## config.mk

```make
export PLATFORM = sky130hd
export DESIGN_NAME = pipe_stage_skid_flat
export DESIGN_NICKNAME = d
export VERILOG_FILES = /design/src/rtl/pipe_stage_skid_if.sv /design/src/rtl/pipe_stage_skid.sv /design/src/flat_wrapper.sv
export SDC_FILE = /design/constraint.sdc
export NUM_CORES = 1
export LEC_CHECK = 0
export BUFFER_PORTS_ARGS = -buffer_cell sky130_fd_sc_hd__buf_2
export CAP_MARGIN = 30
export CORE_AREA = 2 2 204 206
export DETAILED_ROUTE_END_ITERATION = 16
export DIE_AREA = 0 0 206 208
export HOLD_SLACK_MARGIN = 0.12
export PLACE_DENSITY = 0.81
export REMOVE_ABC_BUFFERS = 1
export SYNTH_ARGS = -nofsm -noshare
export SYNTH_HDL_FRONTEND = slang
export SYNTH_SLANG_ARGS = --single-unit
export TNS_END_PERCENT = 10
```

## constraint.sdc

```tcl
create_clock -name clk -period 39.5 [get_ports clk]
set_input_delay 5.925 -clock clk [delete_from_list [all_inputs] [get_ports clk]]
set_output_delay 5.925 -clock clk [all_outputs]
set_load 0.005 [all_outputs]
```

## src/rtl/pipe_stage_skid_if.sv

```systemverilog
// pipe_stage_skid_if: upstream/downstream valid-ready bundle for one pipeline stage
interface pipe_stage_skid_if #(
    parameter int CTRL_W    = 16,
    parameter int DATA_W    = 192,
    parameter int IMM_IN_W  = 32,
    parameter int IMM_OUT_W = 64
);
    logic                 in_valid;
    logic                 in_ready;
    logic [CTRL_W-1:0]    in_ctrl;
    logic [DATA_W-1:0]    in_data;
    logic [IMM_IN_W-1:0]  in_imm;
    logic                 out_valid;
    logic                 out_ready;
    logic [CTRL_W-1:0]    out_ctrl;
    logic [DATA_W-1:0]    out_data;
    logic [IMM_OUT_W-1:0] out_imm;

    modport master (
        output in_valid, in_ctrl, in_data, in_imm, out_ready,
        input  in_ready, out_valid, out_ctrl, out_data, out_imm
    );

    modport slave (
        input  in_valid, in_ctrl, in_data, in_imm, out_ready,
        output in_ready, out_valid, out_ctrl, out_data, out_imm
    );
endinterface

```

## src/rtl/pipe_stage_skid.sv

```systemverilog
// pipe_stage_skid: pipeline stage register with 2-entry skid buffer, flush bubble; PIPE_STAGE_PERF_EN adds stall/flush counters
module pipe_stage_skid #(
    parameter int CTRL_W    = 16,
    parameter int DATA_W    = 192,
    parameter int IMM_IN_W  = 32,
    parameter int IMM_OUT_W = 64
) (
    input logic              clk,
    input logic              rst,
    input logic              flush_i,
    pipe_stage_skid_if.slave bus
`ifdef PIPE_STAGE_PERF_EN
    ,
    output logic [31:0]      stall_cnt_o,
    output logic [15:0]      flush_cnt_o
`endif
);
    typedef enum logic [1:0] {EMPTY, FULL, SKID} state_e;

    state_e               state_q, state_d;
    logic [CTRL_W-1:0]    main_ctrl_q, main_ctrl_d, skid_ctrl_q, skid_ctrl_d;
    logic [DATA_W-1:0]    main_data_q, main_data_d, skid_data_q, skid_data_d;
    logic [IMM_OUT_W-1:0] main_imm_q, main_imm_d, skid_imm_q, skid_imm_d;
    logic [IMM_OUT_W-1:0] imm_ext;
    logic                 accept, drain;

    assign imm_ext       = IMM_OUT_W'($signed(bus.in_imm));
    assign bus.in_ready  = state_q != SKID;
    assign bus.out_valid = state_q != EMPTY;
    assign bus.out_ctrl  = main_ctrl_q;
    assign bus.out_data  = main_data_q;
    assign bus.out_imm   = main_imm_q;
    assign accept        = bus.in_valid & bus.in_ready;
    assign drain         = bus.out_valid & bus.out_ready;

    // next state and register loads; flush overrides everything and clears only control
    always_comb begin
        state_d     = state_q;
        main_ctrl_d = main_ctrl_q;
        main_data_d = main_data_q;
        main_imm_d  = main_imm_q;
        skid_ctrl_d = skid_ctrl_q;
        skid_data_d = skid_data_q;
        skid_imm_d  = skid_imm_q;
        if (flush_i) begin
            state_d     = EMPTY;
            main_ctrl_d = '0;
            skid_ctrl_d = '0;
        end else begin
            case (state_q)
                EMPTY: if (accept) begin
                    state_d     = FULL;
                    main_ctrl_d = bus.in_ctrl;
                    main_data_d = bus.in_data;
                    main_imm_d  = imm_ext;
                end
                FULL: if (accept && drain) begin
                    main_ctrl_d = bus.in_ctrl;
                    main_data_d = bus.in_data;
                    main_imm_d  = imm_ext;
                end else if (accept) begin
                    state_d     = SKID;
                    skid_ctrl_d = bus.in_ctrl;
                    skid_data_d = bus.in_data;
                    skid_imm_d  = imm_ext;
                end else if (drain) begin
                    state_d = EMPTY;
                end
                SKID: if (drain) begin
                    state_d     = FULL;
                    main_ctrl_d = skid_ctrl_q;
                    main_data_d = skid_data_q;
                    main_imm_d  = skid_imm_q;
                end
                default: state_d = EMPTY;
            endcase
        end
    end

    // state and storage registers
    always_ff @(posedge clk or posedge rst) begin
        if (rst) begin
            state_q     <= EMPTY;
            main_ctrl_q <= '0;
            main_data_q <= '0;
            main_imm_q  <= '0;
            skid_ctrl_q <= '0;
            skid_data_q <= '0;
            skid_imm_q  <= '0;
        end else begin
            state_q     <= state_d;
            main_ctrl_q <= main_ctrl_d;
            main_data_q <= main_data_d;
            main_imm_q  <= main_imm_d;
            skid_ctrl_q <= skid_ctrl_d;
            skid_data_q <= skid_data_d;
            skid_imm_q  <= skid_imm_d;
        end
    end

`ifdef PIPE_STAGE_PERF_EN
    logic [31:0] stall_cnt_q;
    logic [15:0] flush_cnt_q;

    assign stall_cnt_o = stall_cnt_q;
    assign flush_cnt_o = flush_cnt_q;

    // saturating stall and flush event counters
    always_ff @(posedge clk or posedge rst) begin
        if (rst) begin
            stall_cnt_q <= '0;
            flush_cnt_q <= '0;
        end else begin
            if (bus.out_valid && !bus.out_ready && !(&stall_cnt_q)) stall_cnt_q <= stall_cnt_q + 32'd1;
            if (flush_i && !(&flush_cnt_q)) flush_cnt_q <= flush_cnt_q + 16'd1;
        end
    end
`endif
endmodule
```

## src/flat_wrapper.sv

```systemverilog
// flat-port wrapper written by rule: the top's interface ports become plain ports
module pipe_stage_skid_flat 
#(
    parameter int CTRL_W    = 16,
    parameter int DATA_W    = 192,
    parameter int IMM_IN_W  = 32,
    parameter int IMM_OUT_W = 64
)
  (clk, rst, flush_i, bus_in_valid, bus_in_ctrl, bus_in_data, bus_in_imm, bus_out_ready, bus_in_ready, bus_out_valid, bus_out_ctrl, bus_out_data, bus_out_imm);
  pipe_stage_skid_if #(.CTRL_W(CTRL_W), .DATA_W(DATA_W), .IMM_IN_W(IMM_IN_W), .IMM_OUT_W(IMM_OUT_W)) bus_i ();
  input logic clk;
  input logic rst;
  input logic flush_i;
  input wire logic [$bits(bus_i.in_valid)-1:0] bus_in_valid;
  input wire logic [$bits(bus_i.in_ctrl)-1:0] bus_in_ctrl;
  input wire logic [$bits(bus_i.in_data)-1:0] bus_in_data;
  input wire logic [$bits(bus_i.in_imm)-1:0] bus_in_imm;
  input wire logic [$bits(bus_i.out_ready)-1:0] bus_out_ready;
  output wire logic [$bits(bus_i.in_ready)-1:0] bus_in_ready;
  output wire logic [$bits(bus_i.out_valid)-1:0] bus_out_valid;
  output wire logic [$bits(bus_i.out_ctrl)-1:0] bus_out_ctrl;
  output wire logic [$bits(bus_i.out_data)-1:0] bus_out_data;
  output wire logic [$bits(bus_i.out_imm)-1:0] bus_out_imm;
  assign bus_i.in_valid = bus_in_valid;
  assign bus_i.in_ctrl = bus_in_ctrl;
  assign bus_i.in_data = bus_in_data;
  assign bus_i.in_imm = bus_in_imm;
  assign bus_i.out_ready = bus_out_ready;
  assign bus_in_ready = bus_i.in_ready;
  assign bus_out_valid = bus_i.out_valid;
  assign bus_out_ctrl = bus_i.out_ctrl;
  assign bus_out_data = bus_i.out_data;
  assign bus_out_imm = bus_i.out_imm;
  pipe_stage_skid #(.CTRL_W(CTRL_W), .DATA_W(DATA_W), .IMM_IN_W(IMM_IN_W), .IMM_OUT_W(IMM_OUT_W)) u_core (.clk(clk), .rst(rst), .flush_i(flush_i), .bus(bus_i));
endmodule
```

# [Word-level counts from Yosys, hierarchy flattened]
# Index checks and enable logic that the tools add are counted.
# W data, S select, Z words.
[word_totals] reg_bits=514 latch_bits=0 ram_bits=0 rom_bits=0 in_bits=245 output_inout_bits=274 wordCells=58 memories=0
[op_classes] addsub=0 mul=0 n_div=0 magnitude_cmp=0 n_eq_ne=12 shifts=0 n_mux=23 bitwise_logic=4 n_reduce_logical=12
[ops] op="$mux W192" n=3
[ops] op="$pmux W192 S3" n=1
[ops] op="$mux W64" n=3
[ops] op="$pmux W64 S3" n=1
[ops] op="$mux W16" n=7
[ops] op="$pmux W16 S3" n=1
[ops] op="$mux W2" n=6
[ops] op="$reduce_and A4 Y1" n=3
[ops] op="$ne A3 B2 Y1 const B" n=3
[ops] op="$ne A2 B1 Y1 const B" n=3
[ops] op="$pmux W2 S3" n=1
[ops] op="$reduce_bool A2 Y1" n=3
[ops] op="$reduce_and A5 Y1" n=1
[ops] op="$ne A2 B2 Y1 const B" n=2
[ops] op="$ne A4 B2 Y1 const B" n=1
[ops] op="$reduce_bool A4 Y1" n=1
[ops] op="$ne A3 B3 Y1 const B" n=1
[ops] op="$reduce_and A3 Y1" n=1
[ops] op="$reduce_bool A3 Y1" n=1
[ops] op="$and A1 B1 Y1" n=2
[ops] op="$eq A2 B1 Y1 const B" n=1
[ops] op="$eq A2 B2 Y1 const B" n=1
[ops] op="$logic_not A2 Y1" n=1
[ops] op="$not A1 Y1" n=2
[ops] op="$logic_and A1 B1 Y1" n=1

# [Depth between registers and ports, before layout]
[logic_depth] depth_word=7 mapped_depth=9

# [Least setup slack after synthesis]
# No wires, ideal clock.
[synth_path] kind="input port to flip-flop" from="in bus_in_valid" to="reg u_core.main_data_q[0] (netlist: u_core.bus.out_data[0])" setup_ps=125 arrival_time_ps=7031 t_required_ps=39375 slack_ps=32344 path_stages=6 n_path_buf=2 cell_sequence="inv_1 > a21oi_1 > o211ai_4 > buf_6 > buf_6 > mux2_4"
[synth_via] elab_chain_cells=4
[synth_lines] element="start, declared" line_no="flat_wrapper.sv:14" text="input wire logic [$bits(bus_i.in_valid)-1:0] bus_in_valid;"
[synth_lines] element="$and A1 B1 Y1 *" line_no="pipe_stage_skid.sv:33" text="assign accept = bus.in_valid & bus.in_ready;"
[synth_lines] element="$logic_and A1 B1 Y1" line_no="pipe_stage_skid.sv:57" text="FULL: if (accept && drain) begin"
[synth_lines] element="$ne A2 B1 Y1 (no source line)"
[synth_lines] element="$reduce_and A5 Y1 (no source line) *"
[synth_lines] element="end signal, assigned" line_no="pipe_stage_skid.sv:93" text="main_data_q <= main_data_d;"
[synth_lines] element="end, declared" line_no="pipe_stage_skid.sv:22" text="logic [DATA_W-1:0] main_data_q, main_data_d, skid_data_q, skid_data_d;"
# Every way passes the cells marked *; elsewhere a longest branch is shown, timed or not.
# A chain may end at the register's enable or synchronous reset.

# [Worst setup path after layout]
[layout_path] from="in bus_in_valid" to="reg u_core.main_data_q[118] (netlist: u_core.bus.out_data[118])"
# The elaborated chain is that of the path after synthesis.

==> metrics.txt <==
status=finished clean; Die W=~200 um; Most used DFF post-synth=dfrtp_1; Num CTS Buffers=51; Worst path max stage delay=~0.8 ns; worst-path cell chain=buf_2, inv_1, a21oi_1, o211ai_4, buf_12, buf_4, buf_4, mux2_2; Period Utilization, post-route=0.215; Setup crit end kind=flop; Design Area, Final=about 26000 sq um; nets=around 2100; HP Class=flop to flop; worst path bufs/invs=5; RSZ-0062 raised after global routing=false; pwr dens=79.3 nW/um^2; hold path depth=1; Cell Int Power=roughly 1.5 mW; CTS Sinks=482; routed len/inst=20.4 um; fin. max-slew vios=0; delay-heaviest family, CP=buffers and inverters; postcts setup bufs=0; TNS Setup=0 ns; Cell Rows=74; Max-Cap Viols=0; Cells after DPL=between 2000 and 2500; Async SR Flop Fraction=1.00; Seq/Total Area, Yosys=0.551; Util after Layout=0.649; Area after DPL=between 20000 and 25000 sq um; Hold Crit Start=u_core.bus.out_ctrl[1]; Yosys warnings=0; Clock power frac=0.232; Hold Path End=u_core.bus.out_ctrl[1]; Min Hold Slack=0.485 ns; drt pass-1 iters=4; Hold-fix buffers, CTS=0; worst slew pin tran=0.983 ns; Max FO, Critical Path=58; initial core utilization=0.540; Slew Limit Headroom=0.345; Vias per Instance=roughly 5.4; # fillers=between 2000 and 3000; flop2flop setup slack=35.36 ns; Peak VDD IR=around 0.051 mV; Crit path depth=8; reg2reg start=u_core.state_q[0]; WP data arrival=about 8.9 ns; synthesized netlist cell count=~1400; Max Fclk=118 MHz; Worst-Skew Late Latency=about 0.56 ns; core outline area=~41000 sq um; Root Driver=clkbuf_16; number of global-route vias before repair=about 14000; final worst slack=between 30 and 40 ns; sw frac=0.296; Power, Total=~2.1 mW; antenna-violating nets left=0; Worst Path Required=~40 ns; Critical-path top delay cell=buf_4; Port Buf Inserts=between 500 and 600; die span in y=208 um; HPWL Detailed=~34000 um; Mapped Avg Cell Area=roughly 16 sq um; Psw=just over 0.6 mW; via count=13191; Iteration-0 DRC Markers=596; Cell Area, Synth=~22000 sq um; gpl congestion=roughly 0.83; antenna violations before repair=24; Cell variety after synth=35; CTS max path bufs=3; CTS clk-pin slew, worst paths=around 0.06 ns; share of layout cells above drive strength 1=0.663; area growth from synthesis to layout=20.2%; first-pass GRT wire length=77800 um; Synth Register Bits=482; I/O pin count=between 500 and 600; post-place setup slack=around 30 ns; Reg-to-Reg End=u_core.bus.out_data[118]; Final Non-Filler Cells=~2500; global route total overflow=0; Worst Setup Start Kind=input port; largest net degree at the start of global routing=160; reg2reg path depth=8; fin crit period=around 8.5 ns; H-tree lvl count=2; CP dominant cell by count=buf_4; GRT Util Overall=0.230; Post-synth EDFFs=0; leakage power=between 10 and 15 nW; TritonCTS clock tree=done; setup violators final=0; DRT Wirelength=50100 um; sequential share of power=0.418; DR DRC count=0; path type of the worst setup path=input port to flop; PostCTS Resize Cnt=0; Total Die Area=approximately 43000 sq um; Max Clock Skew=0.00698 ns; Hold Fails Final Rpt=0; Combinational Power Share=0.350
-- cells by family (layout without fill, tap and decap cells) --
family | count (synthesis) | count (layout) | share of synthesized area
AOI/OAI and AO/OA | 46 | 46 | 0.0169
adders and majority gates | 5 | 5 | 0.00286
buffers and inverters | 121 | 634 | 0.0381
DFF | 482 | 482 | 0.551
muxes | 688 | 688 | 0.380
other | 0 | 17 | 0
and+or+nand+nor | 52 | 52 | 0.0115
-- cells in the final DEF, fill, tap and decap left out, types with 4 or more instances in the layout --
master	count
a21oi_1	18
buf_2	518
buf_4	12
clkbuf_1	12
clkbuf_16	53
clkbuf_8	13
clkinv_2	8
dfrtp_1	482
diode_2	17
ha_1	4
inv_1	6
mux2_1	31
mux2_2	481
mux2_4	160
mux2i_1	16
nand2_1	33
nor2_1	4
o2bb2ai_1	16
-- cell usage after synthesis (all sizes together), types with 2 or more instances --
cell type / number / area (sq um)
mux2: 672 / 8170
ha: 5 / 62.6
buf: 90 / 718
nor2b: 3 / 21.3
o21ai: 3 / 15.0
nor2: 4 / 15.0
o211ai: 3 / 50.1
or3: 2 / 12.5
o2bb2ai: 16 / 140
mux2i: 16 / 160
nand3: 2 / 10.0
clkbuf: 24 / 90.1
inv: 7 / 26.3
dfrtp: 482 / 12100
nand2: 33 / 124
nand2b: 2 / 12.5
a21oi: 18 / 90.1
-- sequential cells by signal, indices dropped and copies added, names as in the netlist --
| name | cells |
|---|---|
| u_core.bus.out_imm | 32 |
| u_core.state_q | 2 |
| u_core.bus.out_ctrl | 16 |
| u_core.bus.out_data | 192 |
| u_core.skid_data_q | 192 |
| u_core.skid_ctrl_q | 16 |
| u_core.skid_imm_q | 32 |
-- cell type report --
class | instances | area, sq um | share of cell area
timing repair buffer | 535 | 2800 | 0.106
clock inverter | 14 | 155 | 0.00589
tap | 532 | 666 | 0.0253
inverter | 7 | 33.8 | 0.00128
antenna | 17 | 42.5 | 0.00162
multi-input combinational | 791 | 9020 | 0.343
sequential | 482 | 12100 | 0.458
clock buffer | 78 | 1550 | 0.0589
-- power by group through the flow --
| stage | Sequential (mW) | Clock, mW | Combinational (mW) |
|---|---|---|---|
| 3_5_place_dp | 0.873 | 0 | 0.735 |
| 5_1_grt | 0.899 | 0.514 | 0.786 |
| 2_1_floorplan | 0.859 | 0 | 0.539 |
| 3_3_place_gp | 0.855 | 0 | 0.709 |
| 6_report | 0.873 | 0.483 | 0.731 |
| 4_1_cts | 0.870 | 0.493 | 0.739 |
-- per-layer routing --
metal / GRT usage / up-vias / wire (um)
met5: 0 / - / 88
met4: 0.0943 / 16 / 1760
met3: 0.0677 / 112 / 3810
met2: 0.386 / 438 / 24800
met1: 0.276 / 6711 / 19600
li1: - / 5914 / -
-- how the worst max path moves through the flow --
stage / to / from
after floorplan: u_core.bus.out_ctrl[0] / rst
after global placement: u_core.bus.out_data[118] / bus_in_valid
after detailed placement: u_core.bus.out_data[118] / bus_in_valid
after CTS: u_core.bus.out_data[118] / bus_in_valid
after global routing: u_core.bus.out_data[118] / flush_i
final: u_core.bus.out_data[118] / bus_in_valid
(Power assumes the default switching activity.)
